<file path="src/rtl/multicomp_pkg.sv">
// ---------------------------------------------------------------------------
// multicomp_pkg
// Purpose : Shared types and default timing constants for the MultiComp core
//           sequencer (core select encodings, sequencer states, cycle counts).
// Ports   : none (package).
// ---------------------------------------------------------------------------
package multicomp_pkg;

  // Selectable computer cores; the encoding is the value driven on core_sel.
  typedef enum logic [1:0] {
    CPU_Z80_CPM   = 2'd0,
    CPU_Z80_BASIC = 2'd1,
    CPU_6502      = 2'd2,
    CPU_6809      = 2'd3
  } cpu_type_e;

  typedef enum logic [1:0] {
    ST_HOLD,
    ST_SETTLE,
    ST_RUN,
    ST_DRAIN
  } seq_state_e;

  // Default timing, in clk_sys cycles at 50 MHz.
  localparam int unsigned DEF_RST_HOLD      = 1024;
  localparam int unsigned DEF_SER_INIT      = 50000;    // 1 ms
  localparam int unsigned DEF_TX_IDLE       = 230000;   // >= one char at 2400 baud
  localparam int unsigned DEF_DRAIN_TIMEOUT = 5000000;

endpackage

</file>
<file path="src/rtl/tx_idle_detector.sv">
// ---------------------------------------------------------------------------
// tx_idle_detector
// Purpose : While i_active is high, measures how long the selected core's TXD
//           has been continuously at mark and how long the drain has lasted.
//           o_drain_done flags the cycle in which either limit is reached.
// Ports   : clk_sys      in  system clock
//           reset        in  synchronous, active-high
//           i_active     in  high while the sequencer is draining
//           i_serial_tx  in  TXD of the currently selected core
//           o_drain_done out this drain cycle reaches TX_IDLE or DRAIN_TIMEOUT
// ---------------------------------------------------------------------------
module tx_idle_detector
  import multicomp_pkg::*;
#(
  parameter int unsigned TX_IDLE       = DEF_TX_IDLE,
  parameter int unsigned DRAIN_TIMEOUT = DEF_DRAIN_TIMEOUT
) (
  input  logic clk_sys,
  input  logic reset,
  input  logic i_active,
  input  logic i_serial_tx,
  output logic o_drain_done
);

  localparam int unsigned IDLE_W = $clog2(TX_IDLE + 1);
  localparam int unsigned TMO_W  = $clog2(DRAIN_TIMEOUT + 1);
  localparam logic [IDLE_W-1:0] IDLE_MAX = IDLE_W'(TX_IDLE);
  localparam logic [TMO_W-1:0]  TMO_MAX  = TMO_W'(DRAIN_TIMEOUT);

  logic [IDLE_W-1:0] r_idle_cnt;
  logic [IDLE_W-1:0] w_idle_cnt_next;
  logic [TMO_W-1:0]  r_tmo_cnt;
  logic [TMO_W-1:0]  w_tmo_cnt_next;

  // Both counters saturate at their limit so a stalled exit can never wrap.
  always_comb begin
    w_idle_cnt_next = r_idle_cnt;
    if (!i_serial_tx) begin
      w_idle_cnt_next = '0;
    end else if (r_idle_cnt != IDLE_MAX) begin
      w_idle_cnt_next = r_idle_cnt + 1'b1;
    end
    w_tmo_cnt_next = r_tmo_cnt;
    if (r_tmo_cnt != TMO_MAX) begin
      w_tmo_cnt_next = r_tmo_cnt + 1'b1;
    end
  end

  // Done is judged on the count that includes the current cycle, so a drain
  // with a permanently idle line lasts exactly TX_IDLE cycles.
  assign o_drain_done = i_active &&
                        ((w_idle_cnt_next == IDLE_MAX) || (w_tmo_cnt_next == TMO_MAX));

  // Counters are only meaningful inside a drain; they restart at 0 on every entry.
  always_ff @(posedge clk_sys) begin
    if (reset || !i_active) begin
      r_idle_cnt <= '0;
      r_tmo_cnt  <= '0;
    end else begin
      r_idle_cnt <= w_idle_cnt_next;
      r_tmo_cnt  <= w_tmo_cnt_next;
    end
  end

endmodule

</file>
<file path="src/rtl/multicomp_core_sequencer.sv">
// ---------------------------------------------------------------------------
// multicomp_core_sequencer
// Purpose : Switches the active MultiComp core and serial configuration
//           safely: drains TXD, holds cores in reset when the core changes,
//           releases the selected core and holds off flow control while the
//           serial path settles.
// Ports   : clk_sys          in  system clock
//           reset            in  synchronous, active-high
//           i_cpu_type_req   in  [1:0] requested core (cpu_type_e)
//           i_port_sel_req   in  requested port (0 console UART, 1 user IO)
//           i_flow_en_req    in  requested RTS/CTS enable
//           i_serial_tx_in   in  TXD of the currently selected core
//           o_core_sel       out [1:0] applied core select
//           o_core_rst_n     out [3:0] per-core run enable, one-hot or zero
//           o_port_sel       out applied port select
//           o_flow_en        out applied flow-control enable
//           o_tx_gate        out 1 forces TXD/RTS to mark/deasserted
//           o_cts_en         out CTS path enable
//           o_busy           out high in every state except RUN
// ---------------------------------------------------------------------------
module multicomp_core_sequencer
  import multicomp_pkg::*;
#(
  parameter int unsigned RST_HOLD      = DEF_RST_HOLD,
  parameter int unsigned SER_INIT      = DEF_SER_INIT,
  parameter int unsigned TX_IDLE       = DEF_TX_IDLE,
  parameter int unsigned DRAIN_TIMEOUT = DEF_DRAIN_TIMEOUT
) (
  input  logic       clk_sys,
  input  logic       reset,
  input  logic [1:0] i_cpu_type_req,
  input  logic       i_port_sel_req,
  input  logic       i_flow_en_req,
  input  logic       i_serial_tx_in,
  output logic [1:0] o_core_sel,
  output logic [3:0] o_core_rst_n,
  output logic       o_port_sel,
  output logic       o_flow_en,
  output logic       o_tx_gate,
  output logic       o_cts_en,
  output logic       o_busy
);

  // One counter serves both HOLD and SETTLE; it restarts on every state change.
  localparam int unsigned CNT_TOP = (RST_HOLD > SER_INIT) ? RST_HOLD : SER_INIT;
  localparam int unsigned CNT_W   = $clog2(CNT_TOP + 1);
  localparam logic [CNT_W-1:0] CNT_MAX     = CNT_W'(CNT_TOP);
  localparam logic [CNT_W-1:0] HOLD_LAST   = CNT_W'(RST_HOLD - 1);
  localparam logic [CNT_W-1:0] SETTLE_LAST = CNT_W'(SER_INIT - 1);

  seq_state_e       r_state, w_state_next;
  logic [CNT_W-1:0] r_cnt, w_cnt_next;
  cpu_type_e        r_core_sel, w_core_sel_next;
  logic             r_port_sel, w_port_sel_next;
  logic             r_flow_en, w_flow_en_next;
  logic [3:0]       r_core_rst_n, w_core_rst_n_next;
  logic             r_tx_gate, w_tx_gate_next;
  logic             r_cts_en, w_cts_en_next;
  logic             r_busy, w_busy_next;

  logic             w_drain_active;
  logic             w_drain_done;
  logic             w_core_differs;
  logic             w_serial_differs;
  logic [1:0]       w_sel_bits_next;
  logic [3:0]       w_sel_onehot_next;

  assign w_drain_active   = (r_state == ST_DRAIN);
  assign w_core_differs   = (cpu_type_e'(i_cpu_type_req) != r_core_sel);
  assign w_serial_differs = (i_port_sel_req != r_port_sel) || (i_flow_en_req != r_flow_en);

  tx_idle_detector #(
    .TX_IDLE       (TX_IDLE),
    .DRAIN_TIMEOUT (DRAIN_TIMEOUT)
  ) u_tx_idle_detector (
    .clk_sys      (clk_sys),
    .reset        (reset),
    .i_active     (w_drain_active),
    .i_serial_tx  (i_serial_tx_in),
    .o_drain_done (w_drain_done)
  );

  // State register; outputs are registered alongside so they line up with state.
  always_ff @(posedge clk_sys) begin
    if (reset) begin
      r_state      <= ST_HOLD;
      r_cnt        <= '0;
      r_core_sel   <= CPU_Z80_CPM;
      r_port_sel   <= 1'b0;
      r_flow_en    <= 1'b0;
      r_core_rst_n <= 4'b0000;
      r_tx_gate    <= 1'b1;
      r_cts_en     <= 1'b0;
      r_busy       <= 1'b1;
    end else begin
      r_state      <= w_state_next;
      r_cnt        <= w_cnt_next;
      r_core_sel   <= w_core_sel_next;
      r_port_sel   <= w_port_sel_next;
      r_flow_en    <= w_flow_en_next;
      r_core_rst_n <= w_core_rst_n_next;
      r_tx_gate    <= w_tx_gate_next;
      r_cts_en     <= w_cts_en_next;
      r_busy       <= w_busy_next;
    end
  end

  // Next-state logic.
  always_comb begin
    w_state_next    = r_state;
    w_cnt_next      = '0;
    w_core_sel_next = r_core_sel;
    w_port_sel_next = r_port_sel;
    w_flow_en_next  = r_flow_en;
    case (r_state)
      ST_HOLD: begin
        // All cores are in reset, so the selection can follow the request freely.
        w_core_sel_next = cpu_type_e'(i_cpu_type_req);
        w_port_sel_next = i_port_sel_req;
        w_flow_en_next  = i_flow_en_req;
        w_cnt_next      = (r_cnt == CNT_MAX) ? r_cnt : r_cnt + 1'b1;
        if (r_cnt == HOLD_LAST) begin
          w_state_next = ST_SETTLE;
          w_cnt_next   = '0;
        end
      end
      ST_SETTLE: begin
        w_cnt_next = (r_cnt == CNT_MAX) ? r_cnt : r_cnt + 1'b1;
        if (r_cnt == SETTLE_LAST) begin
          w_state_next = ST_RUN;
          w_cnt_next   = '0;
        end
      end
      ST_RUN: begin
        if (w_core_differs || w_serial_differs) begin
          w_state_next = ST_DRAIN;
        end
      end
      ST_DRAIN: begin
        // Requests are judged at exit so a reverted request costs no reset.
        if (w_drain_done) begin
          if (w_core_differs) begin
            w_state_next = ST_HOLD;
          end else if (w_serial_differs) begin
            w_port_sel_next = i_port_sel_req;
            w_flow_en_next  = i_flow_en_req;
            w_state_next    = ST_SETTLE;
          end else begin
            w_state_next = ST_RUN;
          end
        end
      end
      default: begin
        w_state_next = ST_HOLD;
      end
    endcase
  end

  // One-hot decode of the selection that will be applied next cycle.
  assign w_sel_bits_next = w_core_sel_next;
  for (genvar gi = 0; gi < 4; gi++) begin : g_sel_onehot
    assign w_sel_onehot_next[gi] = (w_sel_bits_next == 2'(gi));
  end

  // Output logic, evaluated on the next state so the registered outputs match it.
  always_comb begin
    w_core_rst_n_next = w_sel_onehot_next;
    w_tx_gate_next    = 1'b1;
    w_cts_en_next     = 1'b0;
    w_busy_next       = 1'b1;
    case (w_state_next)
      ST_HOLD: begin
        w_core_rst_n_next = 4'b0000;
      end
      ST_SETTLE: begin
        w_tx_gate_next = 1'b1;
      end
      ST_RUN: begin
        w_tx_gate_next = 1'b0;
        w_cts_en_next  = w_flow_en_next;
        w_busy_next    = 1'b0;
      end
      ST_DRAIN: begin
        w_tx_gate_next = 1'b0;
        w_cts_en_next  = w_flow_en_next;
      end
      default: begin
        w_core_rst_n_next = 4'b0000;
      end
    endcase
  end

  assign o_core_sel   = r_core_sel;
  assign o_core_rst_n = r_core_rst_n;
  assign o_port_sel   = r_port_sel;
  assign o_flow_en    = r_flow_en;
  assign o_tx_gate    = r_tx_gate;
  assign o_cts_en     = r_cts_en;
  assign o_busy       = r_busy;

endmodule

</file>
<file path="config.mk">
export PLATFORM = sky130hd
export DESIGN_NAME = multicomp_core_sequencer
export DESIGN_NICKNAME = d
export VERILOG_FILES = /design/src/rtl/multicomp_pkg.sv /design/src/rtl/tx_idle_detector.sv /design/src/rtl/multicomp_core_sequencer.sv
export SDC_FILE = /design/constraint.sdc
export NUM_CORES = 1
export LEC_CHECK = 0
export CORE_AREA = 4 4 96 98
export DETAILED_ROUTE_END_ITERATION = 10
export DIE_AREA = 0 0 100 102
export GPL_ROUTABILITY_DRIVEN = 0
export PLACE_DENSITY_LB_ADDON = 0.15
export SETUP_SLACK_MARGIN = 0.05
export SLEW_MARGIN = 25
export SYNTH_ARGS = -nofsm -noshare
export SYNTH_HDL_FRONTEND = slang
export SYNTH_SLANG_ARGS = --single-unit
</file>
<file path="constraint.sdc">
create_clock -name clk_sys -period 4.1 [get_ports clk_sys]
set_clock_uncertainty 0.1 [all_clocks]
set_input_delay 0.41 -clock clk_sys [delete_from_list [all_inputs] [get_ports clk_sys]]
set_output_delay 0.41 -clock clk_sys [all_outputs]
set_load 0.02 [all_outputs]
</file>
==> load_flow_metrics.sql, run 1 <==
INSERT INTO impl_metrics (metric_group, metric, value, unit) VALUES
('cts', 'cts_max_level', '3', ''),
('die', 'fp.coreArea', '8470', 'um2'),
('sta', 'final_hold_vios', '0', ''),
('route', 'routed_wl', '8020', 'um'),
('cts', 'numClockSinks', '70', ''),
('route', 'detail_route.iter0.violations', '127', ''),
('synthesis', 'yosys_warnings', '0', ''),
('cells_and_area', 'relative_area_change_from_synthesis_to_final_layout', '8.44', '%'),
('job', 'max_cap_viol_count', '0', ''),
('power', 'design_internal_power', '0.00118', 'W'),
('cts', 'cts.path.max_buffers', '2', ''),
('sta', 'tightest_slew', '0.911', 'ns'),
('cts', 'cts_tree', 'done', ''),
('setup_path', 'slowest_stage_delay_cp', '0.51', 'ns'),
('synthesis', 'flip_flop_and_latch_count_after_synthesis', '70', ''),
('cts', 'number_of_resized_instances_in_the_post_cts_repair_step', '0', ''),
('setup_path', 'critPathArrivalTime', '3.58', 'ns'),
('grt', 'grt.overflow.total', '0', ''),
('route', 'routed-wl-met2', '3490', 'um'),
('cells_and_area', 'antenna_cells', '0', ''),
('sta', 'setup_violating_endpoint_count_in_the_final_report', '0', ''),
('sta', 'final.setup.tns', '0', 'ns'),
('route', 'drt_first_pass_iters', '4', ''),
('die', 'die_area', '10200', 'um2'),
('route', 'drt-wirelength-per-cell', '13.2', 'um'),
('route', 'vias_per_inst', '5.39', ''),
('grt', 'grt_first_pass_wirelength', '13900', 'um'),
('die', 'floorplan.die.height', '102', 'um'),
('route', 'ant_nets', '0', ''),
('synthesis', 'netlist_area', '4090', 'um2'),
('cts', 'post_cts_hold_buffer_count', '0', ''),
('sta', 'grt_setup_unrepaired', 'false', ''),
('route', 'route.top_layer_used', 'met4', ''),
('route', 'wl_met3', '341', 'um'),
('setup_path', 'cp.buffers_inverters', '0', ''),
('power', 'part_of_the_total_power_dissipated_in_sequential_elements', '0.460', ''),
('synthesis', 'postSynth.asyncResetShare', '0', ''),
('setup_path', 'setup_crit_start_kind', 'flop', ''),
('sta', 'layout_min_cycle_time', '3.40', 'ns'),
('synthesis', 'synthDistinctLibCells', '69', ''),
('synthesis', 'synthesis.nets', '511', ''),
('cts', 'cts_made_buffers', '9', ''),
('grt', 'initial_antenna_violation_count', '0', ''),
('grt', 'grt_util_overall', '0.166', ''),
('place', 'io_buffer_count', '17', ''),
('cells_and_area', 'stdcell_area', '4440', 'um2'),
('power', 'switching_share', '0.300', ''),
('synthesis', 'synthesis.area_per_instance', '8.29', 'um2'),
('power', 'powerDensity', '378', 'nW/um2'),
('cts', 'clkLatencyLatePin', '0.35', 'ns'),
('die', 'die_w', '100', 'um'),
('sta', 'final.period_utilization', '0.828', ''),
('route', 'detailroute.via_count', '3278', ''),
('grt', 'grt_start_max_net_pins', '25', ''),
('cells_and_area', 'final_net_count', '513', ''),
('status', 'outcome', 'finished clean', ''),
('power', 'share_clk_of_total_power', '0.338', ''),
('hold_path', 'min_path_type', 'flop to flop', ''),
('place', 'hpwl', '5730', 'um'),
('cts', 'clkSlewWorstSetupHoldPaths', '0.08', 'ns'),
('sta', 'setup_ws', '0.704', 'ns'),
('place', 'post_place_setup_slack', '0.698', 'ns'),
('setup_path', 'critPathMaxFanout', '7', ''),
('cts', 'cts_root_buffer', 'sky130_fd_sc_hd__clkbuf_8', ''),
('route', 'routedLengthMet1', '4030', 'um'),
('die', 'starting_density_of_the_core', '0.484', ''),
('synthesis', 'seq_area_frac_synth', '0.342', ''),
('synthesis', 'synth_cells', '494', ''),
('cells_and_area', 'finish.utilization', '0.524', ''),
('setup_path', 'crit_slowest_cell', 'sky130_fd_sc_hd__or3_1', ''),
('die', 'number_of_cell_rows', '34', '');
## worst min-delay path, cell delays in order (launching register included)
cell	delay (ns)
sky130_fd_sc_hd__dfxtp_1	0.35
sky130_fd_sc_hd__o21ai_0	0.08
sky130_fd_sc_hd__a21oi_1	0.06
## cells in the mapped netlist, drive strengths merged (2+ instances only)
library cell  count  area (um2)
nor2             85         319
dfxtp            70        1400
nand2            42         158
xor2             31         272
xnor2            29         254
nand4            19         125
a21oi            18        90.1
inv              17        63.8
nand3            17        85.1
buf              16         119
o21ai            14        81.3
and3             12        77.6
clkbuf           10        37.5
ha               10         125
nor3             10        55.1
nor4              9        92.6
mux2i             7        70.1
nand2b            7        43.8
and2              5        31.3
or4               5        41.3
and4              4        36.3
nand3b            4        42.5
o21a              4        31.3
or3               4        25.0
a31oi             3        18.8
a32o              3        30.0
nor2b             3        18.8
o22ai             3        25.0
a211oi            2        20.0
a32oi             2        17.5
mux2              2        22.5
nand4b            2        17.5
nor3b             2        15.0
nor4b             2        17.5
o311ai            2        17.5
or4b              2        20.0
## final cells by class
| type | instances | area [um2] |
|---|---|---|
| Inverter | 17 | 63.8 |
| Sequential cell | 70 | 1400 |
| Tap cell | 108 | 135 |
| Fill cell | 809 | 4030 |
| Multi-Input combinational cell | 381 | 2470 |
| Clock inverter | 5 | 58.8 |
| Clock buffer | 10 | 138 |
| Timing Repair Buffer | 17 | 170 |
## cells in the final DEF, fill, tap and decap left out, types with 4 or more instances in the layout
master,n
sky130_fd_sc_hd__a21oi_1,18
sky130_fd_sc_hd__and2_1,5
sky130_fd_sc_hd__and3_1,10
sky130_fd_sc_hd__clkbuf_8,10
sky130_fd_sc_hd__clkdlybuf4s50_1,17
sky130_fd_sc_hd__dfxtp_1,70
sky130_fd_sc_hd__ha_1,10
sky130_fd_sc_hd__inv_1,16
sky130_fd_sc_hd__mux2i_1,7
sky130_fd_sc_hd__nand2_1,42
sky130_fd_sc_hd__nand2b_1,7
sky130_fd_sc_hd__nand3_1,17
sky130_fd_sc_hd__nand4_1,18
sky130_fd_sc_hd__nor2_1,85
sky130_fd_sc_hd__nor3_1,9
sky130_fd_sc_hd__nor4_1,6
sky130_fd_sc_hd__o21ai_0,10
sky130_fd_sc_hd__or3_1,4
sky130_fd_sc_hd__or4_1,4
sky130_fd_sc_hd__xnor2_1,29
sky130_fd_sc_hd__xor2_1,31
## layer usage
metal,global-route usage,vias up
li1,-,1708
met1,0.235,1496
met2,0.247,62
met3,0.0287,12
met4,0.0756,0
met5,0,-
## power groups by stage
stage	clock, W	sequential [W]	combinational [W]
floorplan	0	0.000824	0.000196
global placement	0	0.000788	0.000337
detailed placement	0	0.000788	0.000341
CTS	0.000582	0.000773	0.000342
global route	0.000609	0.000780	0.000375
finish	0.000567	0.000773	0.000339
## logic make-up after synthesis
family | synth area share
flip-flops | 0.342
AO/OA/AOI/OAI | 0.116
buffers and inverters | 0.0538
adder cells (fa/ha/maj) | 0.0306
XOR/XNOR | 0.128
multiplexers | 0.0226
AND/OR/NAND/NOR | 0.307
## per-stage QoR
step	cells	hold WS [ns]	power, W
6_report	608	0.439	0.00168
5_1_grt	608	0.492	0.00176
4_1_cts	608	0.437	0.00170
3_5_place_dp	593	0.424	0.00113
3_3_place_gp	593	0.413	0.00112
2_1_floorplan	494	0.384	0.00102
## state kept, by name (all words and copies together), names as in the netlist
register,count
u_tx_idle_detector.r_tmo_cnt,23
u_tx_idle_detector.r_idle_cnt,18
r_cnt,16
o_core_rst_n,4
o_core_sel,2
r_state,2
o_busy,1
o_cts_en,1
o_flow_en,1
o_port_sel,1
o_tx_gate,1
## path summary, 6_finish.rpt
kind / startpoint / cells after the start / slack (ns) / end
hold reg to reg: u_tx_idle_detector.r_tmo_cnt[12]$_SDFF_PP0_ / 2 / 0.44 / u_tx_idle_detector.r_tmo_cnt[12]$_SDFF_PP0_
setup / recovery: u_tx_idle_detector.r_tmo_cnt[1]$_SDFF_PP0_ / 10 / 0.70 / o_core_rst_n[1]$_SDFF_PP0_
hold / removal: u_tx_idle_detector.r_tmo_cnt[12]$_SDFF_PP0_ / 2 / 0.44 / u_tx_idle_detector.r_tmo_cnt[12]$_SDFF_PP0_
setup reg to reg: u_tx_idle_detector.r_tmo_cnt[1]$_SDFF_PP0_ / 10 / 0.70 / o_core_rst_n[1]$_SDFF_PP0_
(Power assumes the default switching activity.)
==> run 2: changes to the inputs <==
==> constraint.sdc (replaced) <==
create_clock -name clk_sys -period 3.2 [get_ports clk_sys]
set_clock_uncertainty 0.1 [all_clocks]
set_input_delay 0.32 -clock clk_sys [delete_from_list [all_inputs] [get_ports clk_sys]]
set_output_delay 0.32 -clock clk_sys [all_outputs]
set_load 0.02 [all_outputs]
==> load_flow_metrics.sql, run 2 (same netlist as run 1, synthesis figures left out) <==
INSERT INTO impl_metrics (metric_group, metric, value, unit) VALUES
('sta', 'final.period_utilization', '0.940', ''),
('route', 'vias_per_inst', '5.41', ''),
('route', 'routed_wl', '8560', 'um'),
('die', 'die_area', '10200', 'um2'),
('route', 'detail_route.iter0.violations', '141', ''),
('sta', 'grt_setup_unrepaired', 'false', ''),
('cells_and_area', 'reg.largest.list', 'u_tx_idle_detector.r_tmo_cnt (23), u_tx_idle_detector.r_idle_cnt (18), r_cnt (16)', ''),
('setup_path', 'launch_point_of_the_worst_path', 'u_tx_idle_detector.r_idle_cnt[3]$_SDFF_PP0_', ''),
('cts', 'cts_max_level', '3', ''),
('route', 'ant_nets', '0', ''),
('sta', 'fmaxAchievable', '0.333', 'GHz'),
('cts', 'post_cts_hold_buffer_count', '0', ''),
('route', 'drt_first_pass_iters', '4', ''),
('cells_and_area', 'antenna_cells', '0', ''),
('setup_path', 'end_kind', 'flop', ''),
('power', 'switching_share', '0.278', ''),
('cells_and_area', 'final_cell_mix', 'sky130_fd_sc_hd__nor2_1 (85), sky130_fd_sc_hd__dfxtp_1 (68), sky130_fd_sc_hd__nand2_1 (42)', ''),
('cts', 'clkLatencyLatePin', '0.34', 'ns'),
('cells_and_area', 'drive_gt1_frac', '0.121', ''),
('grt', 'grt_first_pass_wirelength', '14500', 'um'),
('power', 'irDropWorstVdd', '0.000435', 'V'),
('route', 'drt-wirelength-per-cell', '13.8', 'um'),
('setup_path', 'crit-reg2reg-capture', 'o_busy$_SDFF_PP1_', ''),
('cells_and_area', 'relative_area_change_from_synthesis_to_final_layout', '13.6', '%'),
('cts', 'clkSlewWorstSetupHoldPaths', '0.07', 'ns'),
('die', 'starting_density_of_the_core', '0.484', ''),
('setup_path', 'slowest_stage_delay_cp', '0.54', 'ns'),
('cts', 'cts.path.max_buffers', '2', ''),
('sta', 'final_hold_vios', '0', ''),
('power', 'p_leak', '1.59', 'nW'),
('power', 'share_clk_of_total_power', '0.382', ''),
('place', 'io_buffer_count', '17', ''),
('setup_path', 'critPathMaxFanout', '8', ''),
('grt', 'grt_start_max_net_pins', '18', ''),
('setup_path', 'worst-r2r-cell-count', '10', ''),
('cells_and_area', 'nFillCells', '812', ''),
('sta', 'setup_violating_endpoint_count_in_the_final_report', '0', ''),
('grt', 'grt.overflow.total', '0', ''),
('power', 'report.power.total', '0.00231', 'W'),
('grt', 'initial_antenna_violation_count', '0', ''),
('setup_path', 'reg2reg_setup_slack', '0.19', 'ns'),
('setup_path', 'required', '3.33', 'ns'),
('route', 'post-route-drc-count', '0', ''),
('power', 'design_internal_power', '0.00167', 'W'),
('hold_path', 'min-delay-start', 'r_cnt[10]$_SDFF_PP0_', ''),
('power', 'comb_power_share', '0.190', ''),
('hold_path', 'whs_endpoint', 'r_cnt[10]$_SDFF_PP0_', ''),
('grt', 'grt_util_overall', '0.175', ''),
('grt', 'first_global_vias', '3150', ''),
('place', 'hpwl', '6050', 'um'),
('place', 'placedCellCount', '605', ''),
('hold_path', 'min_path_type', 'flop to flop', ''),
('cts', 'cts_tree', 'done', ''),
('sta', 'timing.slew.headroom', '0.503', ''),
('cts', 'cts_root_buffer', 'sky130_fd_sc_hd__clkbuf_8', ''),
('cells_and_area', 'final_net_count', '526', ''),
('cts', 'numClockSinks', '70', ''),
('sta', 'tightest_slew', '0.744', 'ns'),
('cells_and_area', 'final_cell_count_no_fill', '622', ''),
('setup_path', 'critical_path_class', 'flop to flop', ''),
('setup_path', 'setup_crit_start_kind', 'flop', ''),
('power', 'p_sw', '0.000645', 'W'),
('job', 'max_cap_viol_count', '0', ''),
('status', 'outcome', 'finished clean', ''),
('setup_path', 'r2r_start', 'u_tx_idle_detector.r_idle_cnt[3]$_SDFF_PP0_', ''),
('power', 'powerDensity', '498', 'nW/um2'),
('die', 'die_w', '100', 'um'),
('hold_path', 'min_path_cells', '2', ''),
('cts', 'cts_made_buffers', '9', ''),
('setup_path', 'critPathArrivalTime', '3.14', 'ns'),
('setup_path', 'crit_slowest_cell', 'sky130_fd_sc_hd__or4_1', ''),
('route', 'detailroute.via_count', '3363', ''),
('sta', 'final.setup.tns', '0', 'ns'),
('cells_and_area', 'largest_register_ffs', '23', ''),
('die', 'ioPinCount', '18', ''),
('power', 'part_of_the_total_power_dissipated_in_sequential_elements', '0.428', ''),
('die', 'fp.coreArea', '8470', 'um2'),
('die', 'number_of_cell_rows', '34', ''),
('sta', 'layout_min_cycle_time', '3.01', 'ns'),
('setup_path', 'crit_chain', 'or4_1, or4_4, o211a_1, o22ai_2, nor4_4, a22oi_4, mux2i_2, o21ai_4, inv_2, nand2_1', ''),
('cells_and_area', 'final_common_cell', 'sky130_fd_sc_hd__nor2_1', ''),
('die', 'floorplan.die.height', '102', 'um'),
('cells_and_area', 'largest-register', 'u_tx_idle_detector.r_tmo_cnt', ''),
('sta', 'finalMaxSlewViolations', '0', '');
[run 2: per-layer routing]
metal | vias to the layer above | share of wire | track usage
met5 | - | 0 | 0
met2 | 51 | 0.46 | 0.283
met4 | 0 | 0.012 | 0.0528
met3 | 9 | 0.035 | 0.0423
met1 | 1567 | 0.49 | 0.232
li1 | 1736 | - | -
[run 2: worst max path at each step]
stage | end | slack, ns | cells past startpoint
final | o_busy$_SDFF_PP1_ | 0.19 | 10
after CTS | o_core_rst_n[2]$_SDFF_PP0_ | 0.10 | 11
after detailed placement | o_core_rst_n[2]$_SDFF_PP0_ | 0.12 | 11
after floorplan | o_core_rst_n[3]$_SDFF_PP0_ | 0.20 | 12
after global routing | o_core_rst_n[0]$_SDFF_PP0_ | 0.05 | 11
after global placement | o_busy$_SDFF_PP1_ | 0.20 | 12
[run 2: power groups by stage]
stage | registers, W | logic [W] | clock network (W)
after floorplan | 0.00106 | 0.000251 | 0
after global placement | 0.00101 | 0.000435 | 0
after detailed placement | 0.00101 | 0.000442 | 0
after CTS | 0.000991 | 0.000444 | 0.000905
after global routing | 0.00100 | 0.000487 | 0.000943
final | 0.000990 | 0.000439 | 0.000885
[run 2: per-stage QoR]
stage	instance area [um2]	setup slack (ns)	utilization	hold slack, ns
after CTS	4580	0.100	0.541	0.435
after global routing	4650	0.0507	0.549	0.494
after global placement	4330	0.204	0.512	0.420
final	4650	0.193	0.549	0.448
after detailed placement	4330	0.122	0.512	0.424
after floorplan	4090	0.202	-	0.367
[run 2: final cells by class]
type / instances / area [um2] / share of cell area
clock buffers: 11 / 141 / 0.0304
clock inverters: 5 / 106 / 0.0229
inverters: 17 / 63.8 / 0.0137
multi-input cells: 381 / 2530 / 0.543
flip-flops and latches: 70 / 1410 / 0.302
well taps: 108 / 135 / 0.0291
repair buffers: 30 / 272 / 0.0584
[run 2: timing repair]
item | CTS | global route
endpoints found under the hold margin | 0 | 0
buffers inserted | 0 | 1
setup endpoints to repair | 0 | 10
resized for setup | 0 | 14
[run 2: critical path: cells and delay by family (launching register included)]
kind / cells / cell delay, ns
AO/OA/AOI/OAI: 4 / 0.82
buffers and inverters: 1 / 0.07
flip-flops: 1 / 0.39
multiplexers: 1 / 0.32
AND/OR/NAND/NOR: 4 / 1.19
